<file path="src/rtl/fetch_unit.sv">
// Fetch stage: issues one instruction-memory read at a time, predecodes each
// response for direct branches and halt, buffers instructions in a circular
// queue, and hands them to decode one per cycle.

package fetch_pkg;

  typedef struct packed {
    logic        done;
    logic [31:0] insnbits;
    logic [63:0] pc;
  } fetch_interface;

endpackage

module fetch_unit #(
  parameter logic [63:0] RESET_PC    = 64'h0,
  parameter int unsigned QUEUE_DEPTH = 4
) (
  input  logic                      in_clk,
  input  logic                      in_rst,
  input  logic                      in_stall,
  input  logic                      in_redirect,
  input  logic [63:0]               in_redirect_pc,
  output logic                      out_imem_req,
  output logic [63:0]               out_imem_addr,
  input  logic                      in_imem_valid,
  input  logic [31:0]               in_imem_data,
  output fetch_pkg::fetch_interface out_fetch_sigs
);

  localparam int unsigned PTR_W = (QUEUE_DEPTH > 1) ? $clog2(QUEUE_DEPTH) : 1;
  localparam int unsigned CNT_W = PTR_W + 1;

  typedef enum logic [1:0] {
    ST_FETCH,
    ST_WAIT,
    ST_HALTED
  } state_t;

  state_t             state_q, state_d;
  logic [63:0]        pc_q, pc_d;
  logic               dropped_q, dropped_d;
  logic [PTR_W-1:0]   head_q, head_d;
  logic [PTR_W-1:0]   tail_q, tail_d;
  logic [CNT_W-1:0]   count_q, count_d;

  logic [31:0]        insn_mem [QUEUE_DEPTH];
  logic [63:0]        pc_mem   [QUEUE_DEPTH];

  logic               q_full;
  logic               pop;
  logic               push;
  logic               req;
  logic               is_branch;
  logic               is_hlt;
  logic [63:0]        br_off;
  logic [63:0]        next_pc;

  // Queue status, handshake strobes and response predecode.
  always_comb begin
    q_full    = (count_q == CNT_W'(QUEUE_DEPTH));
    // A redirect kills the head this cycle, so nothing is handed to decode.
    pop       = (count_q != '0) && !in_stall && !in_redirect && !in_rst;
    // Only a live response in WAIT is kept; dropped or same-cycle-redirect ones are not.
    push      = in_imem_valid && (state_q == ST_WAIT) && !dropped_q && !in_redirect;
    // A dropped response must drain before a new read, or the two would be confused.
    req       = !in_rst && (state_q == ST_FETCH) && !q_full && !in_redirect && !dropped_q;
    is_branch = (in_imem_data[31:26] == 6'b000101) || (in_imem_data[31:26] == 6'b100101);
    is_hlt    = (in_imem_data[31:21] == 11'b11010100010) && (in_imem_data[4:0] == 5'b00000);
    br_off    = {{36{in_imem_data[25]}}, in_imem_data[25:0], 2'b00};
    next_pc   = pc_q + (is_branch ? br_off : 64'd4);
  end

  // Next-state logic for the fetch FSM, PC, drop flag and queue pointers.
  always_comb begin
    state_d   = state_q;
    pc_d      = pc_q;
    dropped_d = dropped_q;
    head_d    = head_q;
    tail_d    = tail_q;
    count_d   = count_q;

    case (state_q)
      ST_FETCH: begin
        if (req) begin
          state_d = ST_WAIT;
        end
        if (dropped_q && in_imem_valid) begin
          dropped_d = 1'b0;
        end
      end
      ST_WAIT: begin
        if (push) begin
          pc_d    = next_pc;
          state_d = is_hlt ? ST_HALTED : ST_FETCH;
        end
      end
      ST_HALTED: begin
        state_d = ST_HALTED;
      end
      default: begin
        state_d = ST_FETCH;
      end
    endcase

    if (push) begin
      tail_d = tail_q + PTR_W'(1);
    end
    if (pop) begin
      head_d = head_q + PTR_W'(1);
    end
    count_d = count_q + CNT_W'(push) - CNT_W'(pop);

    // Redirect overrides everything; a read still in flight (and not
    // answered this very cycle) is remembered so its response is discarded.
    if (in_redirect) begin
      pc_d      = in_redirect_pc;
      state_d   = ST_FETCH;
      dropped_d = ((state_q == ST_WAIT) || dropped_q) && !in_imem_valid;
      head_d    = '0;
      tail_d    = '0;
      count_d   = '0;
    end
  end

  // Control state register with synchronous reset.
  always_ff @(posedge in_clk) begin
    if (in_rst) begin
      state_q   <= ST_FETCH;
      pc_q      <= RESET_PC;
      dropped_q <= 1'b0;
      head_q    <= '0;
      tail_q    <= '0;
      count_q   <= '0;
    end else begin
      state_q   <= state_d;
      pc_q      <= pc_d;
      dropped_q <= dropped_d;
      head_q    <= head_d;
      tail_q    <= tail_d;
      count_q   <= count_d;
    end
  end

  // Queue storage write; contents are only meaningful under count_q.
  always_ff @(posedge in_clk) begin
    if (push && !in_rst) begin
      insn_mem[tail_q] <= in_imem_data;
      pc_mem[tail_q]   <= pc_q;
    end
  end

  // Memory request and decode-facing outputs.
  always_comb begin
    out_imem_req            = req;
    out_imem_addr           = pc_q;
    out_fetch_sigs.done     = pop;
    out_fetch_sigs.insnbits = insn_mem[head_q];
    out_fetch_sigs.pc       = pc_mem[head_q];
  end

endmodule

</file>
<file path="config.mk">
export PLATFORM = sky130hd
export DESIGN_NAME = fetch_unit
export DESIGN_NICKNAME = d
export VERILOG_FILES = /design/src/rtl/fetch_unit.sv
export SDC_FILE = /design/constraint.sdc
export NUM_CORES = 1
export LEC_CHECK = 0
export CAP_MARGIN = 40
export CORE_ASPECT_RATIO = 1.5
export CORE_MARGIN = 2
export CORE_UTILIZATION = 56
export DETAILED_ROUTE_END_ITERATION = 10
export PLACE_DENSITY = 0.91
export SYNTH_ARGS = -nofsm -noshare
export SYNTH_HDL_FRONTEND = slang
export SYNTH_SLANG_ARGS = --single-unit
</file>
<file path="constraint.sdc">
create_clock -name in_clk -period 4.9 [get_ports in_clk]
set_input_delay 0.98 -clock in_clk [delete_from_list [all_inputs] [get_ports in_clk]]
set_output_delay 0.98 -clock in_clk [all_outputs]
set_load 0.01 [all_outputs]
</file>
# Word level (Yosys, flattened, before mapping)
# Memory sizes are Yosys's and may differ from the RTL's. A register that Yosys moved wholly into a read port is not among the register bits.
# Index checks and enable logic that the tools add are counted.
[totals]
in_bits = 101
wordCells = 71
ram_bits = 384
n_memories = 2
reg_bits = 74
out_inout_bits = 162
[memory_table]
columns = ["memory", "depth", "word_bits", "read_ports", "rd_ports_with_merged_regs", "write_ports", "line_no", "rtl"]
rows = [
  ["pc_mem", 4, 64, 1, 1, 1, "48", "logic [63:0] pc_mem [QUEUE_DEPTH];"],
  ["insn_mem", 4, 32, 1, 1, 1, "47", "logic [31:0] insn_mem [QUEUE_DEPTH];"],
]
[classes]
mux = 17
n_reduce_logical = 33
n_eq_ne = 8
add_sub_neg = 5
[ops]
columns = ["op", "n"]
rows = [
  ["2-to-1 mux 64 bit", 4],
  ["adder 64 bit", 1],
  ["logical AND 1 bit", 14],
  ["2-to-1 mux 2 bit", 7],
  ["equality test 11 bit, second input constant", 1],
  ["nonzero test 2 bit", 4],
  ["equality test 6 x 3 -> 1 bit, second input constant", 1],
  ["equality test 6 bit, second input constant", 1],
  ["logical NOT 1 bit", 6],
  ["one-hot mux 2 bit (3 select lines)", 1],
  ["AND reduction 2 bit", 3],
  ["logical NOT 5 bit", 1],
  ["2-to-1 mux 1 bit", 5],
  ["adder 2 x 1 -> 2 bit, second input constant", 2],
  ["inequality test 2 bit, second input constant", 2],
  ["adder 3 x 1 -> 3 bit", 1],
  ["equality test 3 bit, second input constant", 1],
  ["nonzero test 3 bit", 1],
  ["subtractor 3 x 1 -> 3 bit", 1],
  ["equality test 2 x 1 -> 1 bit, second input constant", 1],
  ["equality test 2 bit, second input constant", 1],
  ["logical NOT 2 bit", 1],
  ["logical OR 1 bit", 2],
  ["OR reduction 2 bit", 1],
]

# Longest topological paths before layout
# Gate-level depths: netlist of the first run.
[logic_depth]
ltp_word = 7
ltp_mapped = 18
ltp_nobuf = 13

# Worst setup path before layout of the first run
# No wires, ideal clock.
[synth_path]
path_type = "input port to flip-flop"
startpoint = "in in_imem_valid"
endpoint = "mem insn_mem[1][0] (enable)"
setup_slack_ps = 415
cell_stages = 5
required_ps = 4434
setup_time_ps = 466
arrival_time_ps = 4020
n_path_buf = 1
path_cell_list = "and3_1 -> clkbuf_1 -> nand2_1 -> nor2_1 -> and2_1"
[synth_between]
elab_chain_len = 6
[synth_rtl]
columns = ["element", "line_no", "rtl"]
rows = [
  ["start: declaration", "26", "input logic in_imem_valid,"],
  ["logical AND 1 bit (3 in a row)", "65", "push = in_imem_valid && (state_q == ST_WAIT) && !dropped_q && !in_redirect;"],
  ["logical AND 1 bit", "147", "if (push && !in_rst) begin"],
  ["2-to-1 mux 1 bit", "147", ""],
  ["2-to-1 mux 1 bit (not written as such)", "148", "insn_mem[tail_q] <= in_imem_data;"],
  ["end: declaration", "47", ""],
]
# Every way passes these cells.

# Worst setup path in the final report of the first run
[layout_path]
startpoint = "in in_imem_data[27]"
endpoint = "reg pc_q[57], in the netlist out_imem_addr[57]"
[layout_between]
elab_chain_len = 7
elab_cells_between_ends = 8
classes_between = "add/sub: 1; eq/ne: 2; mux: 4; reduce/logical: 1"
[layout_rtl]
columns = ["element", "line_no", "rtl"]
rows = [
  ["start: declaration", "27", "input logic [31:0] in_imem_data,"],
  ["equality test 6 x 3 -> 1 bit or equality test 6 bit (tied branches)", "68", "is_branch = (in_imem_data[31:26] == 6'b000101) || (in_imem_data[31:26] == 6'b100101);"],
  ["logical OR 1 bit *", "68", ""],
  ["2-to-1 mux 64 bit *", "71", "next_pc = pc_q + (is_branch ? br_off : 64'd4);"],
  ["adder 64 bit *", "71", ""],
  ["2-to-1 mux 64 bit *", "93", "if (push) begin"],
  ["2-to-1 mux 64 bit *", "83", "case (state_q)"],
  ["2-to-1 mux 64 bit *", "116", "if (in_redirect) begin"],
  ["end signal: assignment", "137", "pc_q <= pc_d;"],
  ["end: declaration", "41", "logic [63:0] pc_q, pc_d;"],
]
# Mark *: on every way between the ends. The rest lies on a longest branch, timed or not. The select of a mux whose other input is x is not followed.
# A chain may end at the register's enable or synchronous reset.

==> reports/qor.json, run 1 <==
{
  "synth": {
    "yosysUniqueCellTypes": 80,
    "synth_flop_cell": "edfxtp_1",
    "synth-warning-count": 0,
    "synth_enable_flop_cells": 384,
    "synth_area_per_cell_sq_um": 13.6,
    "synthArstFlopShare_pct": 0,
    "yosys_register_bits": 460,
    "mappedNetlistNets": 1687,
    "synth_area_sq_mm": 0.0212,
    "post_synth_inst_count": 1553,
    "synth_sequential_area_ratio_pct": 61.7
  },
  "worst_hold_path": {
    "hold_path_class": "flip-flop to flip-flop"
  },
  "setup_path": {
    "worst_ep_required_time_ns": 5.33,
    "cp_data_arrival_time_ns": 5.03,
    "critPathMaxFanout": 19,
    "timing.critical_path.from_type": "input port",
    "critical_path.endpoint_type": "flip-flop",
    "worst-setup-path-type": "input port to flip-flop"
  },
  "pwr": {
    "worst_ir_drop_vdd_mv": 0.235,
    "pwr_density_cell_mw_per_mm2": 304,
    "fin_total_pwr_mw": 7.96,
    "p_leak_nw": 8.71
  },
  "finish": {
    "area_delta_synth_final_pct": 23.7,
    "drive_gt1_share_pct": 15.5,
    "finalNetCount": 1998,
    "most_frequent_standard_cell_in_the_layout_excluding_fill_and_tap_cells": "edfxtp_1",
    "fin_area_sq_mm": 0.0262,
    "layout_common_cells": "edfxtp_1, clkdlybuf4s50_1, nand2_1"
  },
  "clock_tree": {
    "cts_setup_buffers": 0,
    "tritoncts": "done",
    "cts.htree.levels": 2,
    "ctsLongestPathBuffers": 3,
    "path_clk_slew_ns": 0.07,
    "post_cts_sizing": 0,
    "tritoncts.num_buffers": 40,
    "post_cts_hold_buffer_count": 0,
    "worstSkewPairLatency_ns": 0.56,
    "clk_root_buffer_cell": "clkbuf_16",
    "clock_sink_count": 460
  },
  "sta": {
    "slew-limit-headroom_pct": 39.0,
    "layout_worst_path_cycle_share_pct": 93.8,
    "clock-skew-final_ns": 0.0248,
    "tightest_slew_ns": 0.916,
    "post-route-worst-setup-slack_ns": 0.305,
    "final_max_slew_viol_count": 0,
    "grt_setup_unrepaired": "no",
    "max_clock_freq_mhz": 218,
    "finalCriticalPeriod_ns": 4.60,
    "final_hold_viol_count": 0,
    "fin_worst_hold_slack_ns": 0.509,
    "final-setup-viol-count": 0
  },
  "die": {
    "ios": 263,
    "die_area_sq_mm": 0.0394,
    "initial_core_util_pct": 56.5,
    "rows": 87,
    "chipHeight_um": 242,
    "dieWidth_um": 163,
    "fp.coreArea_sq_mm": 0.0374
  },
  "placement": {
    "dp_slack_ns": -0.152,
    "io_buffer_count": 262,
    "detailed_place_hpwl_um": 42000,
    "placedInstanceArea_sq_mm": 0.0249,
    "final_weighted_congestion_of_routability_driven_global_placement": 0.973
  },
  "detailed_routing": {
    "antenna_violating_nets_post_route": 0,
    "post_drt_via_cell_ratio": 6.49,
    "drt_drc_violations_left": 0,
    "first_iter_violations": 1470,
    "vias": 15500,
    "routed_wire_length_per_instance_um": 26.3,
    "wl_um": 62800,
    "drtPass1Iterations": 8
  },
  "grt": {
    "via_count_of_the_first_global_routing_pass": 15900,
    "grt_max_degree": 97,
    "overflow": 0,
    "antenna_found_initial": 6,
    "grt_use_total_pct": 31.9,
    "grt_pass1_wl_um": 94400
  },
  "outcome": {
    "outcome": "completed"
  },
  "flow_run": {
    "number_of_violations_of_the_max_capacitance_limit": 0
  }
}
==> worst max-delay path: stages <==
cell             delay (ns)
clkdlybuf4s50_1        0.52
nand4bb_1              0.25
nor2_1                 0.07
buf_4                  0.20
and2_1                 0.19
ha_1                   0.35
nand4_1                0.13
nor2_1                 0.24
buf_4                  0.18
nand3_1                0.09
o211ai_1               0.36
a31oi_2                0.22
nor4_1                 0.45
buf_4                  0.21
mux2i_1                0.29
xor2_1                 0.21
o21ai_0                0.09
==> final timing paths <==
| check | startpoint | endpoint | slack, ns | cells past startpoint |
|---|---|---|---|---|
| worst max-delay path | in_imem_data[27] | out_imem_addr[57]$_SDFFE_PP0P_ | 0.30 | 17 |
| worst min-delay path | tail_q[1]$_SDFFE_PP0P_ | tail_q[1]$_SDFFE_PP0P_ | 0.51 | 2 |
| worst max register to register | out_imem_addr[2]$_SDFFE_PP0P_ | out_imem_addr[57]$_SDFFE_PP0P_ | 1.51 | 12 |
| worst min register to register | tail_q[1]$_SDFFE_PP0P_ | tail_q[1]$_SDFFE_PP0P_ | 0.51 | 2 |
==> synth_stat cells, types with 11 or more instances <==
| library cell | instances | area, sq um |
|---|---|---|
| xnor2_1 | 19 | 166 |
| nor3_1 | 31 | 155 |
| or3_1 | 21 | 131 |
| and3_1 | 21 | 131 |
| a311oi_1 | 14 | 123 |
| ha_1 | 31 | 388 |
| nor2_1 | 117 | 439 |
| a21o_1 | 11 | 82.6 |
| mux4_2 | 96 | 2160 |
| edfxtp_1 | 384 | 11500 |
| inv_1 | 14 | 52.6 |
| nor4_1 | 27 | 169 |
| mux2i_1 | 25 | 250 |
| a31oi_1 | 15 | 93.8 |
| o21ai_0 | 57 | 285 |
| xor2_1 | 18 | 158 |
| dfxtp_1 | 76 | 1520 |
| buf_2 | 15 | 75.1 |
| and2_1 | 33 | 206 |
| a211oi_1 | 18 | 135 |
| nand3_1 | 48 | 240 |
| buf_1 | 19 | 71.3 |
| clkbuf_1 | 67 | 251 |
| a21oi_1 | 75 | 375 |
| nor2b_1 | 15 | 93.8 |
| nand4_1 | 19 | 119 |
| nand2_1 | 121 | 454 |
==> sequential cells by signal, indices dropped and copies added (netlist names), named ones only <==
| name | cells |
|---|---|
| state_q | 2 |
| head_q | 2 |
| out_imem_addr | 64 |
| tail_q | 2 |
| count_q | 3 |
| insn_mem | 128 |
| pc_mem | 256 |
| dropped_q | 1 |
==> power breakdown <==
part,internal [mW],switching (mW)
Clock,1.63,1.39
Sequential,4.28,0.122
Combinational,0.254,0.277
Total,6.16,1.79
==> per-stage QoR <==
step / TNS, ns / utilization, % / instances
after floorplan: 0 / - / 1553
after global placement: -0.0907 / 66.5 / 2311
after detailed placement: -0.822 / 66.5 / 2311
after CTS: 0 / 69.9 / 2385
after global routing: 0 / 69.9 / 2391
final: 0 / 69.9 / 2391
==> cell type report <==
type	count	area [sq um]
clock buffer	57	1140
multi-input combinational	976	7660
timing repair buffer	371	3530
fill	2552	11300
inverter	15	56.3
clock inverter	17	104
tap	489	612
sequential	460	13100
antenna	6	15.0
==> cells by family (layout without fill, tap and decap cells) <==
family                     Yosys count  after routing  synth area share [%]
and+or+nand+nor                    491            491                  11.6
DFF                                460            460                  61.7
AOI/OAI and AO/OA                  291            291                  9.45
muxes                              124            124                  11.6
buffers and inverters              117            460                  2.18
xor gates and xnor gates            37             37                  1.53
adders and majority gates           33             33                  2.02
other                                0              6                     0
==> per-layer routing <==
metal | global-route usage, % | share of wire [%] | wire (um)
met1 | 36.2 | 34 | 21200
met2 | 57.7 | 54 | 33600
met3 | 4.09 | 6.5 | 4090
met4 | 17.6 | 6.2 | 3890
met5 | 0 | 0 | 0
Power figures use the tool's default switching activity.
==> run 2, diff against run 1 <==
--- a/config.mk
+++ b/config.mk
@@ -8,9 +8,9 @@
 export CAP_MARGIN = 40
 export CORE_ASPECT_RATIO = 1.5
 export CORE_MARGIN = 2
-export CORE_UTILIZATION = 56
+export CORE_UTILIZATION = 51
 export DETAILED_ROUTE_END_ITERATION = 10
-export PLACE_DENSITY = 0.91
+export PLACE_DENSITY = 0.8
 export SYNTH_ARGS = -nofsm -noshare
 export SYNTH_HDL_FRONTEND = slang
 export SYNTH_SLANG_ARGS = --single-unit
==> constraint.sdc (replaced) <==
create_clock -name in_clk -period 3.75 [get_ports in_clk]
set_input_delay 0.75 -clock in_clk [delete_from_list [all_inputs] [get_ports in_clk]]
set_output_delay 0.75 -clock in_clk [all_outputs]
set_load 0.01 [all_outputs]
==> reports/qor.json, run 2 (same netlist as run 1, synthesis figures left out) <==
{
  "detailed_routing": {
    "vias": 16000,
    "drtPass1Iterations": 5,
    "first_iter_violations": 1462,
    "routed_wire_length_per_instance_um": 25.8,
    "antenna_violating_nets_post_route": 0,
    "drt_drc_violations_left": 0,
    "post_drt_via_cell_ratio": 6.23,
    "wl_um": 66100
  },
  "setup_path": {
    "slowest_stage": "fa_2",
    "worstPathCellList": "clkbuf_2, nand4bb_1, buf_6, or3_4, ha_4, fa_2, a21oi_4, nor2_4, o211ai_1, a21oi_2, o31ai_4, nand2_2, buf_4, mux2i_1, or3_1, o2111a_1",
    "critical_path.top_delay_family": "compound AO/OA/AOI/OAI gates",
    "critPathMaxFanout": 3,
    "cp_data_arrival_time_ns": 4.12,
    "worstPathBufferInverterCount": 3,
    "timing.critical_path.from_type": "input port",
    "worst_ep_required_time_ns": 4.19,
    "worst-setup-path-type": "input port to flip-flop",
    "critical_path.reg2reg.startpoint": "out_imem_addr[30]$_SDFFE_PP0P_",
    "critical_path.endpoint_type": "flip-flop",
    "worstSetupStartpoint": "in_imem_data[29]",
    "worst_path_largest_cell_delay_ns": 0.40
  },
  "sta": {
    "clock-skew-final_ns": 0.0209,
    "final_max_slew_viol_count": 0,
    "layout_worst_path_cycle_share_pct": 98.1,
    "finalCriticalPeriod_ns": 3.68,
    "final-setup-viol-count": 0,
    "grt_setup_unrepaired": "yes",
    "tightest_slew_ns": 0.980,
    "max_clock_freq_mhz": 272,
    "slew-limit-headroom_pct": 34.7,
    "final_hold_viol_count": 0,
    "fin_worst_hold_slack_ns": 0.511,
    "setup-tns-final_ns": 0
  },
  "die": {
    "die_area_sq_mm": 0.0432,
    "rows": 91,
    "initial_core_util_pct": 51.6,
    "dieWidth_um": 170,
    "fp.coreArea_sq_mm": 0.0410,
    "ios": 263,
    "chipHeight_um": 253
  },
  "grt": {
    "gr-max-usage-layer": "met2",
    "via_count_of_the_first_global_routing_pass": 16200,
    "groute.layer.met2.usage_pct": 56.1,
    "antenna_found_initial": 5,
    "overflow": 0,
    "grt_use_total_pct": 30.3,
    "grt_pass1_wl_um": 97200,
    "grt_max_degree": 80,
    "met1_usage_pct": 34.2,
    "grt.met3_usage_pct": 3.34
  },
  "outcome": {
    "outcome": "completed"
  },
  "finish": {
    "drive_gt1_share_pct": 25.7,
    "finalNetCount": 2146,
    "largest_reg_flops": 256,
    "area_delta_synth_final_pct": 32.9,
    "top_register": "pc_mem",
    "layout_common_cells": "edfxtp_1, clkdlybuf4s50_1, buf_4",
    "final_core_util_pct": 68.6,
    "number_of_cells_in_the_finished_layout_apart_from_fillers": 2561,
    "most_frequent_standard_cell_in_the_layout_excluding_fill_and_tap_cells": "edfxtp_1"
  },
  "placement": {
    "detailed_place_hpwl_um": 45900,
    "final_weighted_congestion_of_routability_driven_global_placement": 1.00,
    "io_buffer_count": 262,
    "dpl.cell_count": 2464
  },
  "flow_run": {
    "number_of_violations_of_the_max_capacitance_limit": 0
  },
  "clock_tree": {
    "path_clk_slew_ns": 0.06,
    "tritoncts.num_buffers": 42,
    "clk_root_buffer_cell": "clkbuf_16",
    "clock_sink_count": 460,
    "worstSkewPairLatency_ns": 0.57,
    "ctsLongestPathBuffers": 3,
    "cts.htree.levels": 2,
    "tritoncts": "done",
    "post_cts_hold_buffer_count": 0
  },
  "pwr": {
    "pwr_density_cell_mw_per_mm2": 392,
    "fin_total_pwr_mw": 11.0,
    "p_leak_nw": 9.63,
    "worst_ir_drop_vdd_mv": 0.354
  },
  "worst_hold_path": {
    "worstHoldStart": "in_imem_data[28]",
    "hold_path_class": "input port to flip-flop"
  }
}
## run 2: report_power, final
part / leakage, nW / internal [mW] / switching [mW]
registers: 4.13 / 5.59 / 0.143
clock network: 0.704 / 2.59 / 1.89
logic: 4.79 / 0.395 / 0.425
total: 9.63 / 8.57 / 2.46
## run 2: through the flow
step	cell area [sq um]	worst slack (ns)
floorplan	21300	-0.117
global placement	26100	-0.806
detailed placement	26100	-0.915
CTS	27800	0.000675
global route	28100	-0.0279
finish	28100	0.0699
## run 2: final timing paths
check | endpoint | slack [ns] | depth (start not counted)
min reg2reg | state_q[1]$_SDFFE_PP0P_ | 0.52 | 2
max | out_imem_addr[42]$_SDFFE_PP0P_ | 0.07 | 16
min | insn_mem[0][28]$_DFFE_PP_ | 0.51 | 2
max reg2reg | out_imem_addr[56]$_SDFFE_PP0P_ | 0.47 | 11
## run 2: area by class of cell
cell class,count,area (sq um)
inverter,15,56.3
antenna,5,12.5
sequential,460,13100
fill,2858,12900
clock buffer,56,1140
multi-input combinational,976,8230
tap,511,639
timing repair buffer,517,4680
clock inverter,21,290
## run 2: routing by layer
layer  share of wire, %  up-vias
met2                 54      709
met3                5.3      193
met1                 35     8025
met5                  0        -
li1                   -     7027
met4                6.0        0
## run 2: worst register-to-register path: stages, from the launching register on
cell,delay (ns)
dfxtp_1,0.77
nand2_1,0.12
a2111oi_1,0.44
a21oi_1,0.14
nor2_1,0.32
o211ai_1,0.22
a2111oi_4,0.38
buf_4,0.19
buf_6,0.13
mux2i_4,0.23
nor3b_1,0.07
a211oi_1,0.22
## run 2: what timing repair did
| item | in CTS | in global routing |
|---|---|---|
| cloned | 2 | 0 |
| buffers inserted | 8 | 7 |
| setup endpoints to repair | 36 | 38 |
| pin swaps | 27 | 36 |
| gates resized for setup | 42 | 56 |
